<file path="config.mk">
export PLATFORM = sky130hd
export DESIGN_NAME = txs_burst_writer
export DESIGN_NICKNAME = d
export VERILOG_FILES = /design/src/rtl/txs_burst_writer.sv
export SDC_FILE = /design/constraint.sdc
export NUM_CORES = 2
export LEC_CHECK = 0
export ABC_CLOCK_PERIOD_IN_PS = 9550
export BUFFER_PORTS_ARGS = -buffer_cell sky130_fd_sc_hd__buf_2
export CAP_MARGIN = 25
export CORE_ASPECT_RATIO = 0.5
export CORE_MARGIN = 2
export CORE_UTILIZATION = 45
export DETAILED_ROUTE_END_ITERATION = 16
export GPL_ROUTABILITY_DRIVEN = 0
export GPL_TIMING_DRIVEN = 0
export PLACE_DENSITY = 0.75
export SYNTH_ARGS = -nofsm -noshare
export SYNTH_HDL_FRONTEND = slang
export SYNTH_SLANG_ARGS = --single-unit
</file>
<file path="constraint.sdc">
create_clock -name c -period 9.55 [get_ports c]
set_input_delay 1.91 -clock c [delete_from_list [all_inputs] [get_ports c]]
set_output_delay 1.91 -clock c [all_outputs]
set_load 0.02 [all_outputs]
</file>
<file path="src/rtl/txs_burst_writer.sv">
// rtl/txs_burst_writer.sv - Avalon-MM burst master draining a 128-bit stream into a host ring buffer
// Stages words in a 2*BURST_LEN FIFO and issues fixed-length write bursts once a full burst is buffered.
module txs_burst_writer #(
    parameter int AW        = 22,
    parameter int BURST_LEN = 8,
    parameter int RING_LOG2 = 16
) (
    input  logic            c,
    input  logic            rst,
    input  logic            enable,
    input  logic [AW-1:0]   base_addr,
    input  logic [127:0]    in_data,
    input  logic            in_valid,
    output logic            in_ready,
    output logic [AW-1:0]   txs_address,
    output logic            txs_write,
    output logic [127:0]    txs_writedata,
    output logic [5:0]      txs_burstcount,
    input  logic            txs_waitrequest,
    output logic            irq,
    output logic [31:0]     burst_done
);

    localparam int DEPTH = 2 * BURST_LEN;
    localparam int PW    = $clog2(DEPTH);
    localparam int FW    = PW + 1;
    localparam int BCW   = $clog2(BURST_LEN) + 1;

    localparam logic [FW-1:0]        FILL_FULL   = FW'(DEPTH);
    localparam logic [FW-1:0]        FILL_BURST  = FW'(BURST_LEN);
    localparam logic [BCW-1:0]       LAST_BEAT   = BCW'(BURST_LEN - 1);
    // Truncates to 0 when one burst spans the whole ring, which is the correct wrap.
    localparam logic [RING_LOG2-1:0] BURST_BYTES = RING_LOG2'(BURST_LEN * 16);
    localparam logic [AW-1:0]        RING_MASK   = AW'((64'd1 << RING_LOG2) - 64'd1);

    typedef enum logic {
        S_IDLE,
        S_BURST
    } state_t;

    state_t                 state_q, state_d;
    logic [FW-1:0]          fill_q, fill_d;
    logic [PW-1:0]          wr_ptr_q, wr_ptr_d;
    logic [PW-1:0]          rd_ptr_q, rd_ptr_d;
    logic [BCW-1:0]         beat_q, beat_d;
    logic [RING_LOG2-1:0]   offset_q, offset_d;
    logic [31:0]            done_q, done_d;
    logic                   irq_q, irq_d;
    logic [127:0]           mem_q [DEPTH];
    logic [127:0]           mem_d [DEPTH];

    logic push;
    logic pop;

    always_comb begin
        state_d  = state_q;
        fill_d   = fill_q;
        wr_ptr_d = wr_ptr_q;
        rd_ptr_d = rd_ptr_q;
        beat_d   = beat_q;
        offset_d = offset_q;
        done_d   = done_q;
        irq_d    = 1'b0;
        mem_d    = mem_q;
        pop      = 1'b0;

        in_ready  = enable & (fill_q != FILL_FULL);
        txs_write = (state_q == S_BURST);
        push      = in_valid & in_ready;

        if (state_q == S_BURST && !txs_waitrequest) begin
            pop    = 1'b1;
            beat_d = beat_q + BCW'(1);
            if (beat_q == LAST_BEAT) begin
                state_d  = S_IDLE;
                beat_d   = '0;
                offset_d = offset_q + BURST_BYTES;
                done_d   = done_q + 32'd1;
                irq_d    = (offset_d[RING_LOG2-2:0] == '0);
            end
        end

        if (push) begin
            mem_d[wr_ptr_q] = in_data;
            wr_ptr_d        = wr_ptr_q + PW'(1);
        end
        if (pop) begin
            rd_ptr_d = rd_ptr_q + PW'(1);
        end
        case ({push, pop})
            2'b10:   fill_d = fill_q + FW'(1);
            2'b01:   fill_d = fill_q - FW'(1);
            default: fill_d = fill_q;
        endcase

        // Flush only from IDLE; push is already blocked because in_ready needs enable.
        if (state_q == S_IDLE) begin
            if (!enable) begin
                fill_d   = '0;
                wr_ptr_d = '0;
                rd_ptr_d = '0;
                offset_d = '0;
            end else if (fill_q >= FILL_BURST) begin
                state_d = S_BURST;
            end
        end
    end

    always_ff @(posedge c or posedge rst) begin
        if (rst) begin
            state_q  <= S_IDLE;
            fill_q   <= '0;
            wr_ptr_q <= '0;
            rd_ptr_q <= '0;
            beat_q   <= '0;
            offset_q <= '0;
            done_q   <= '0;
            irq_q    <= 1'b0;
        end else begin
            state_q  <= state_d;
            fill_q   <= fill_d;
            wr_ptr_q <= wr_ptr_d;
            rd_ptr_q <= rd_ptr_d;
            beat_q   <= beat_d;
            offset_q <= offset_d;
            done_q   <= done_d;
            irq_q    <= irq_d;
        end
    end

    always_ff @(posedge c) begin
        mem_q <= mem_d;
    end

    assign txs_writedata  = (fill_q != '0) ? mem_q[rd_ptr_q] : '0;
    assign txs_address    = (base_addr & ~RING_MASK) | AW'(offset_q);
    assign txs_burstcount = 6'(BURST_LEN);
    assign irq            = irq_q;
    assign burst_done     = done_q;

endmodule

</file>
Yosys cells after proc, flatten, opt, wreduce, memory -nomap -nowiden:

Cells that the tools add are included.

* equality and inequality tests: 4
* $add $sub $neg: 7
* mux-type cells: 29
* reductions and logical operators: 6
* bitwise gates (word level): 5
* magnitude comparators: 4

Operators by type and width (count)
* 2048-bit bitwise mux: 1
* 128-bit binary-select mux with 4-bit select: 1
* 128-bit demux with 4-bit select: 1
* 128-bit 2-to-1 mux: 4
* 16-bit 2-to-1 mux: 4
* 32-bit by 1-bit adder with 32-bit output, second input constant: 1
* 4-bit 2-to-1 mux: 7
* 22-bit by 16-bit OR with 22-bit output: 1
* 16-bit by 8-bit adder with 16-bit output, second input constant: 1
* 15-bit zero test: 1
* 4-bit by 1-bit adder with 4-bit output, second input constant: 3
* 5-bit greater-or-equal comparator, second input constant: 2
* 5-bit 2-to-1 mux: 2
* 4-bit NOT with 5-bit output: 2
* 5-bit case mux with 2 select lines: 1
* 1-bit 2-to-1 mux: 8
* 5-bit by 1-bit adder with 5-bit output, second input constant: 1
* 5-bit by 4-bit greater-or-equal comparator with 1-bit output, second input constant: 1
* 5-bit by 1-bit < comparator with 1-bit output, second input constant: 1
* 5-bit inequality test, second input constant: 1
* 5-bit nonzero test: 1
* 5-bit by 1-bit subtractor with 5-bit output, second input constant: 1
* 4-bit by 3-bit equality test with 1-bit output, second input constant: 1
* 1-bit bitwise AND: 2
* 5 further kinds: 6

* logic and storage cells: 79
* register bits: 2115
* bits of input ports: 155
* output and inout bits: 191

Longest topological paths before layout:

* depth after elaboration: 7
* gate-level depth with buffers: 12
* gate-level depth less buffers: 10

Worst setup path after synthesis:

No wires, ideal clock.

* kind: input to register
* from: in in_valid
* to: reg mem_q[1664] in the netlist's numbering (enable)
* path slack: -2106 ps
* setup time: 772 ps
* arrival time: 10884 ps
* path buffers: 0
* required time: 8778 ps
* cell stages on the path: 3
* cell sequence: o211a_2 -> nand2_1 -> nor3_1

* word-level cells in the longest chain between the ends: 1

Ends and longest elaborated chain
* from (decl): line 13 `input logic in_valid,`
* 1-bit bitwise AND: line 69 `push = in_valid & in_ready;`
* to (signal assigned): line 132 `mem_q <= mem_d;`
* to (decl): line 49 `logic [127:0] mem_q [DEPTH];`

Every way passes these cells.
A chain may end at the register's enable or synchronous reset.

Worst setup path after layout:

* from: reg rd_ptr_q[1]
* to: out txs_writedata[4]

* word-level cells in the longest chain between the ends: 5

Ends and longest elaborated chain
* from (decl): line 44 `logic [PW-1:0] rd_ptr_q, rd_ptr_d;`
* from (signal assigned): line 123 `rd_ptr_q <= rd_ptr_d;`
* 4-bit NOT with 5-bit output (implied by the code): line 135 `assign txs_writedata = (fill_q != '0) ? mem_q[rd_ptr_q] : '0;`
* 128-bit binary-select mux with 4-bit select: line 135
* 128-bit 2-to-1 mux (implied by the code) (2 in a row): line 135
* 128-bit 2-to-1 mux: line 135
* to (decl): line 17 `output logic [127:0] txs_writedata,`

Every way passes these cells. The select of a mux whose other input is x is not followed.

==> report_table.html <==
<table>
<tr><th>Metric</th><th>Value</th></tr>
<tr><th colspan="2">Outcome</th></tr>
<tr><td>Status</td><td>completed</td></tr>
<tr><th colspan="2">Drt</th></tr>
<tr><td>Total Routed Length</td><td>212,000 um</td></tr>
<tr><td>Total vias in the final route</td><td>40,700</td></tr>
<tr><td>Post-DRT Antenna Nets</td><td>0</td></tr>
<tr><td>Pre-antenna DRT Iters</td><td>6</td></tr>
<tr><td>Average wire per standard cell</td><td>31.8 um</td></tr>
<tr><td>Remaining routing DRC violations</td><td>0</td></tr>
<tr><td>Vias per cell</td><td>6.10</td></tr>
<tr><td>1st-iter DRT viols</td><td>6,089</td></tr>
<tr><th colspan="2">Yosys</th></tr>
<tr><td>Cell type contributing the most total cell area after synthesis</td><td>sky130_fd_sc_hd__edfxtp_1</td></tr>
<tr><td>Most used flip-flop cell after synthesis</td><td>sky130_fd_sc_hd__edfxtp_1</td></tr>
<tr><td>Yosys warning total</td><td>0</td></tr>
<tr><td>Fraction of post-synthesis cell area in the top cell type by area</td><td>76.3%</td></tr>
<tr><td>Post-Syn Area per Cell</td><td>23.2 um^2</td></tr>
<tr><td>Number of synthesized register bits</td><td>2,108</td></tr>
<tr><td>Number of distinct library cells after synthesis</td><td>48</td></tr>
<tr><td>Ranking of synthesized cells by area</td><td>sky130_fd_sc_hd__edfxtp_1, sky130_fd_sc_hd__mux4_2, sky130_fd_sc_hd__mux2i_1, sky130_fd_sc_hd__dfrtp_1, sky130_fd_sc_hd__o22ai_1</td></tr>
<tr><td>Number of instances in the synthesized netlist</td><td>3,478</td></tr>
<tr><td>EDFF count, synth</td><td>2,048</td></tr>
<tr><td>Fraction of registers with async set or reset after synthesis</td><td>2.85%</td></tr>
<tr><td>Fraction of the yosys area taken by sequential cells</td><td>78.1%</td></tr>
<tr><td>Area of the mapped netlist</td><td>80,600 um^2</td></tr>
<tr><th colspan="2">Floorplanning</th></tr>
<tr><td>Number of I/O pins</td><td>346</td></tr>
<tr><td>Die outline width</td><td>603 um</td></tr>
<tr><td>Total core area</td><td>177,000 um^2</td></tr>
<tr><td>Std-Cell Rows</td><td>109</td></tr>
<tr><td>Height of the die</td><td>303 um</td></tr>
<tr><td>Initial Utilization</td><td>45.5%</td></tr>
<tr><td>Area of the die</td><td>183,000 um^2</td></tr>
<tr><th colspan="2">Timing</th></tr>
<tr><td>Slew at the pin closest to its max-slew limit</td><td>1.14 ns</td></tr>
<tr><td>Period Utilization, post-route</td><td>65.2%</td></tr>
<tr><td>Setup violation total in the final timing report</td><td>0</td></tr>
<tr><td>Max Freq</td><td>161 MHz</td></tr>
<tr><td>Final slew viol count</td><td>0</td></tr>
<tr><td>Final worst-path setup slack</td><td>3.32 ns</td></tr>
<tr><td>Worst hold-check slack</td><td>0.472 ns</td></tr>
<tr><td>Aggregate negative setup slack</td><td>0 ns</td></tr>
<tr><td>Worst slew slack as a fraction of its limit</td><td>24.3%</td></tr>
<tr><td>Post-Route Skew</td><td>0.0356 ns</td></tr>
<tr><td>Setup repair after global routing missed its margin</td><td>no</td></tr>
<tr><td>Final hold violation count</td><td>0</td></tr>
<tr><td>Fin crit period</td><td>6.23 ns</td></tr>
<tr><th colspan="2">Global routing</th></tr>
<tr><td>Largest net degree at the start of global routing</td><td>34</td></tr>
<tr><td>Grt ovf</td><td>0</td></tr>
<tr><td>Total routing usage reported by global routing</td><td>22.8%</td></tr>
<tr><td>Initial antenna violation count</td><td>48</td></tr>
<tr><td>Vias in the first global route</td><td>40,900</td></tr>
<tr><td>Wire length of the first global-routing pass</td><td>296,000 um</td></tr>
<tr><th colspan="2">Clock tree</th></tr>
<tr><td>Number of H-tree branching levels</td><td>4</td></tr>
<tr><td>Worst-Skew Late Latency</td><td>0.80 ns</td></tr>
<tr><td>Number of gates resized after cts</td><td>0</td></tr>
<tr><td>Total setup buffers inserted after CTS</td><td>0</td></tr>
<tr><td>Hold-fix buffers, CTS</td><td>0</td></tr>
<tr><td>Clock net sink count</td><td>2,108</td></tr>
<tr><td>CTS Buffer Depth</td><td>3</td></tr>
<tr><td>Cell chosen for the clock root</td><td>sky130_fd_sc_hd__clkbuf_16</td></tr>
<tr><td>TritonCTS clock tree</td><td>built</td></tr>
<tr><td>Worst-path clk slew</td><td>0.07 ns</td></tr>
<tr><td>Num CTS Buffers</td><td>178</td></tr>
<tr><th colspan="2">Cells and area</th></tr>
<tr><td>Final core utilization</td><td>53.0%</td></tr>
<tr><td>Final Cell Area</td><td>94,000 um^2</td></tr>
<tr><td>Layout cells sized above 1</td><td>31.8%</td></tr>
<tr><td># nets final</td><td>4,282</td></tr>
<tr><td>Area taken by flip-flops and latches</td><td>63,000 um^2</td></tr>
<tr><td>Combined area of the multi-input logic cells</td><td>16,700 um^2</td></tr>
<tr><td>Synthesis-to-layout area growth</td><td>16.7%</td></tr>
<tr><td>Fill cell count</td><td>12,900</td></tr>
<tr><td>Non-Filler Instances</td><td>6,672</td></tr>
<tr><th colspan="2">Flow run</th></tr>
<tr><td>Number of maximum-capacitance constraint violations</td><td>0</td></tr>
<tr><th colspan="2">Setup path</th></tr>
<tr><td>Maximum cell stage delay along the critical path</td><td>0.88 ns</td></tr>
<tr><td>Startpoint types</td><td>flip-flop</td></tr>
<tr><td>Crit path cell chain</td><td>buf_2 -&gt; clkbuf_1 -&gt; clkbuf_1 -&gt; mux4_2 -&gt; mux2i_1 -&gt; o22ai_1 -&gt; buf_2</td></tr>
<tr><td>Master of the slowest instance on the critical path</td><td>sky130_fd_sc_hd__clkbuf_1</td></tr>
<tr><td>Number of buffers and inverters on the critical path</td><td>4</td></tr>
<tr><td>Worst EP required</td><td>7.64 ns</td></tr>
<tr><td>Cell family with most CP delay</td><td>buffers and inverters</td></tr>
<tr><td>Critical path data arrival time</td><td>4.32 ns</td></tr>
<tr><td>Maximum fanout count along the critical path</td><td>10</td></tr>
<tr><td>Crit Path Category</td><td>flip-flop to output pin</td></tr>
<tr><td>Critical path endpoint category</td><td>output pin</td></tr>
<tr><th colspan="2">Pwr</th></tr>
<tr><td>Maximum ir drop on the vdd rail</td><td>0.000247 V</td></tr>
<tr><td>Ratio of total power to cell area</td><td>283 nW/um^2</td></tr>
<tr><td>Total design power</td><td>26.6 mW</td></tr>
<tr><td>Leakage</td><td>30.4 nW</td></tr>
<tr><th colspan="2">Placement</th></tr>
<tr><td>Sum of net half-perimeters after detailed placement</td><td>130,000 um</td></tr>
<tr><td>Count of buffers inserted at the top-level ports</td><td>310</td></tr>
<tr><td>Setup slack after placement</td><td>4.29 ns</td></tr>
<tr><td>Total instance count after detailed placement</td><td>6,316</td></tr>
<tr><td>Placed cell areas</td><td>88,300 um^2</td></tr>
<tr><th colspan="2">Min path</th></tr>
<tr><td>Type of the worst min-delay path</td><td>flip-flop to flip-flop</td></tr>
</table>
[sequential cells by signal (all words and copies together), names as in the netlist]
signal	count
wr_ptr_q	4
offset_q	9
beat_q	4
rd_ptr_q	4
irq	1
mem_q	2048
fill_q	5
txs_write	1
burst_done	32
[worst paths after layout]
kind | start | end | slack, ns | cells after the start
setup / recovery | rd_ptr_q[1]$_DFF_PP0_ | txs_writedata[4] | 3.32 | 7
min in group asynchronous | rst | burst_done[4]$_DFFE_PP0P_ | 1.24 | 2
hold / removal | burst_done[31]$_DFFE_PP0P_ | burst_done[31]$_DFFE_PP0P_ | 0.47 | 1
hold reg to reg | burst_done[31]$_DFFE_PP0P_ | burst_done[31]$_DFFE_PP0P_ | 0.47 | 1
max in group asynchronous | rst | rd_ptr_q[2]$_DFF_PP0_ | 7.66 | 3
setup reg to reg | wr_ptr_q[2]$_DFF_PP0_ | mem_q[488]$_DFFE_PP_ | 5.80 | 7
[Yosys cell counts, drive strengths merged (11+ instances only)]
cell type and n:
nor3 21, xor2 31, ha 11, nor2 38, nand2 34, o22ai 128
a21oi 11, edfxtp 2048, mux4 512, mux2i 258, xnor2 18, o21ai 11
nor4 11, nand3 14, inv 13, dfrtp 60, buf 156, clkbuf 52
[cell type report]
class                   instances  share of cell area (%)
clock inverters               106                    1.05
plain buffers                 208                    1.11
inverters                      14                  0.0559
flip-flops and latches       2108                    67.0
diodes                         31                  0.0825
multi-input cells            1159                    17.8
repair buffers                447                    4.88
clock buffers                 213                    4.90
well taps                    2386                    3.17
[cell usage in the layout (no fill, tap or decap), types with 6 or more instances in the layout]
cell type,netlist,layout
sky130_fd_sc_hd__edfxtp_1,2048,2048
sky130_fd_sc_hd__mux4_2,512,512
sky130_fd_sc_hd__buf_2,79,389
sky130_fd_sc_hd__mux2i_1,258,258
sky130_fd_sc_hd__clkbuf_16,0,179
sky130_fd_sc_hd__o22ai_1,128,128
sky130_fd_sc_hd__clkbuf_1,52,86
sky130_fd_sc_hd__dfrtp_1,60,60
sky130_fd_sc_hd__buf_12,0,57
sky130_fd_sc_hd__buf_16,0,57
sky130_fd_sc_hd__clkinv_1,1,41
sky130_fd_sc_hd__buf_1,38,38
sky130_fd_sc_hd__buf_4,35,36
sky130_fd_sc_hd__clkinv_2,0,35
sky130_fd_sc_hd__nand2_1,34,34
sky130_fd_sc_hd__diode_2,0,31
sky130_fd_sc_hd__xor2_1,31,31
sky130_fd_sc_hd__nor2_1,38,26
sky130_fd_sc_hd__buf_8,0,19
sky130_fd_sc_hd__xnor2_1,18,18
sky130_fd_sc_hd__nand3_1,14,14
sky130_fd_sc_hd__conb_1,2,13
sky130_fd_sc_hd__nor3_1,16,12
sky130_fd_sc_hd__inv_1,13,12
sky130_fd_sc_hd__nor2_4,0,12
sky130_fd_sc_hd__bufinv_16,0,12
sky130_fd_sc_hd__o21ai_0,11,11
sky130_fd_sc_hd__a21oi_1,11,11
sky130_fd_sc_hd__ha_1,11,11
sky130_fd_sc_hd__nor4_1,8,8
sky130_fd_sc_hd__buf_6,4,7
sky130_fd_sc_hd__nand2b_1,6,6
sky130_fd_sc_hd__clkinv_16,0,6
[logic make-up after synthesis]
| kind of cell | share of synthesized area (%) |
|---|---|
| flops | 78.1 |
| mux | 17.5 |
| buf+inv | 1.36 |
| compound gates | 1.24 |
| simple gates | 1.02 |
| xor+xnor | 0.532 |
| fa+ha+maj | 0.171 |
| other cells | 0.00932 |
[layer usage]
layer	GRT usage, %	share of wire (%)
met5	0	0.019
met4	10.9	4.5
met3	4.48	10
met2	38.2	50
met1	29.1	35
[worst register-to-register path, stage by stage, from the launching register on]
cell	delay [ns]
sky130_fd_sc_hd__dfrtp_1	0.34
sky130_fd_sc_hd__buf_1	0.63
sky130_fd_sc_hd__nand2_1	0.46
sky130_fd_sc_hd__nor2_4	0.93
sky130_fd_sc_hd__buf_12	0.31
sky130_fd_sc_hd__buf_12	0.26
sky130_fd_sc_hd__buf_12	0.24
sky130_fd_sc_hd__buf_12	0.26
[report_power, final]
| part | switching, mW | internal [mW] | total [mW] |
|---|---|---|---|
| Clock | 3.33 | 3.79 | 7.12 |
| Combinational | 5.29 | 3.49 | 8.77 |
| Sequential | 0.143 | 10.6 | 10.7 |
| Total | 8.76 | 17.9 | 26.6 |
Power figures use the tool's default switching activity.
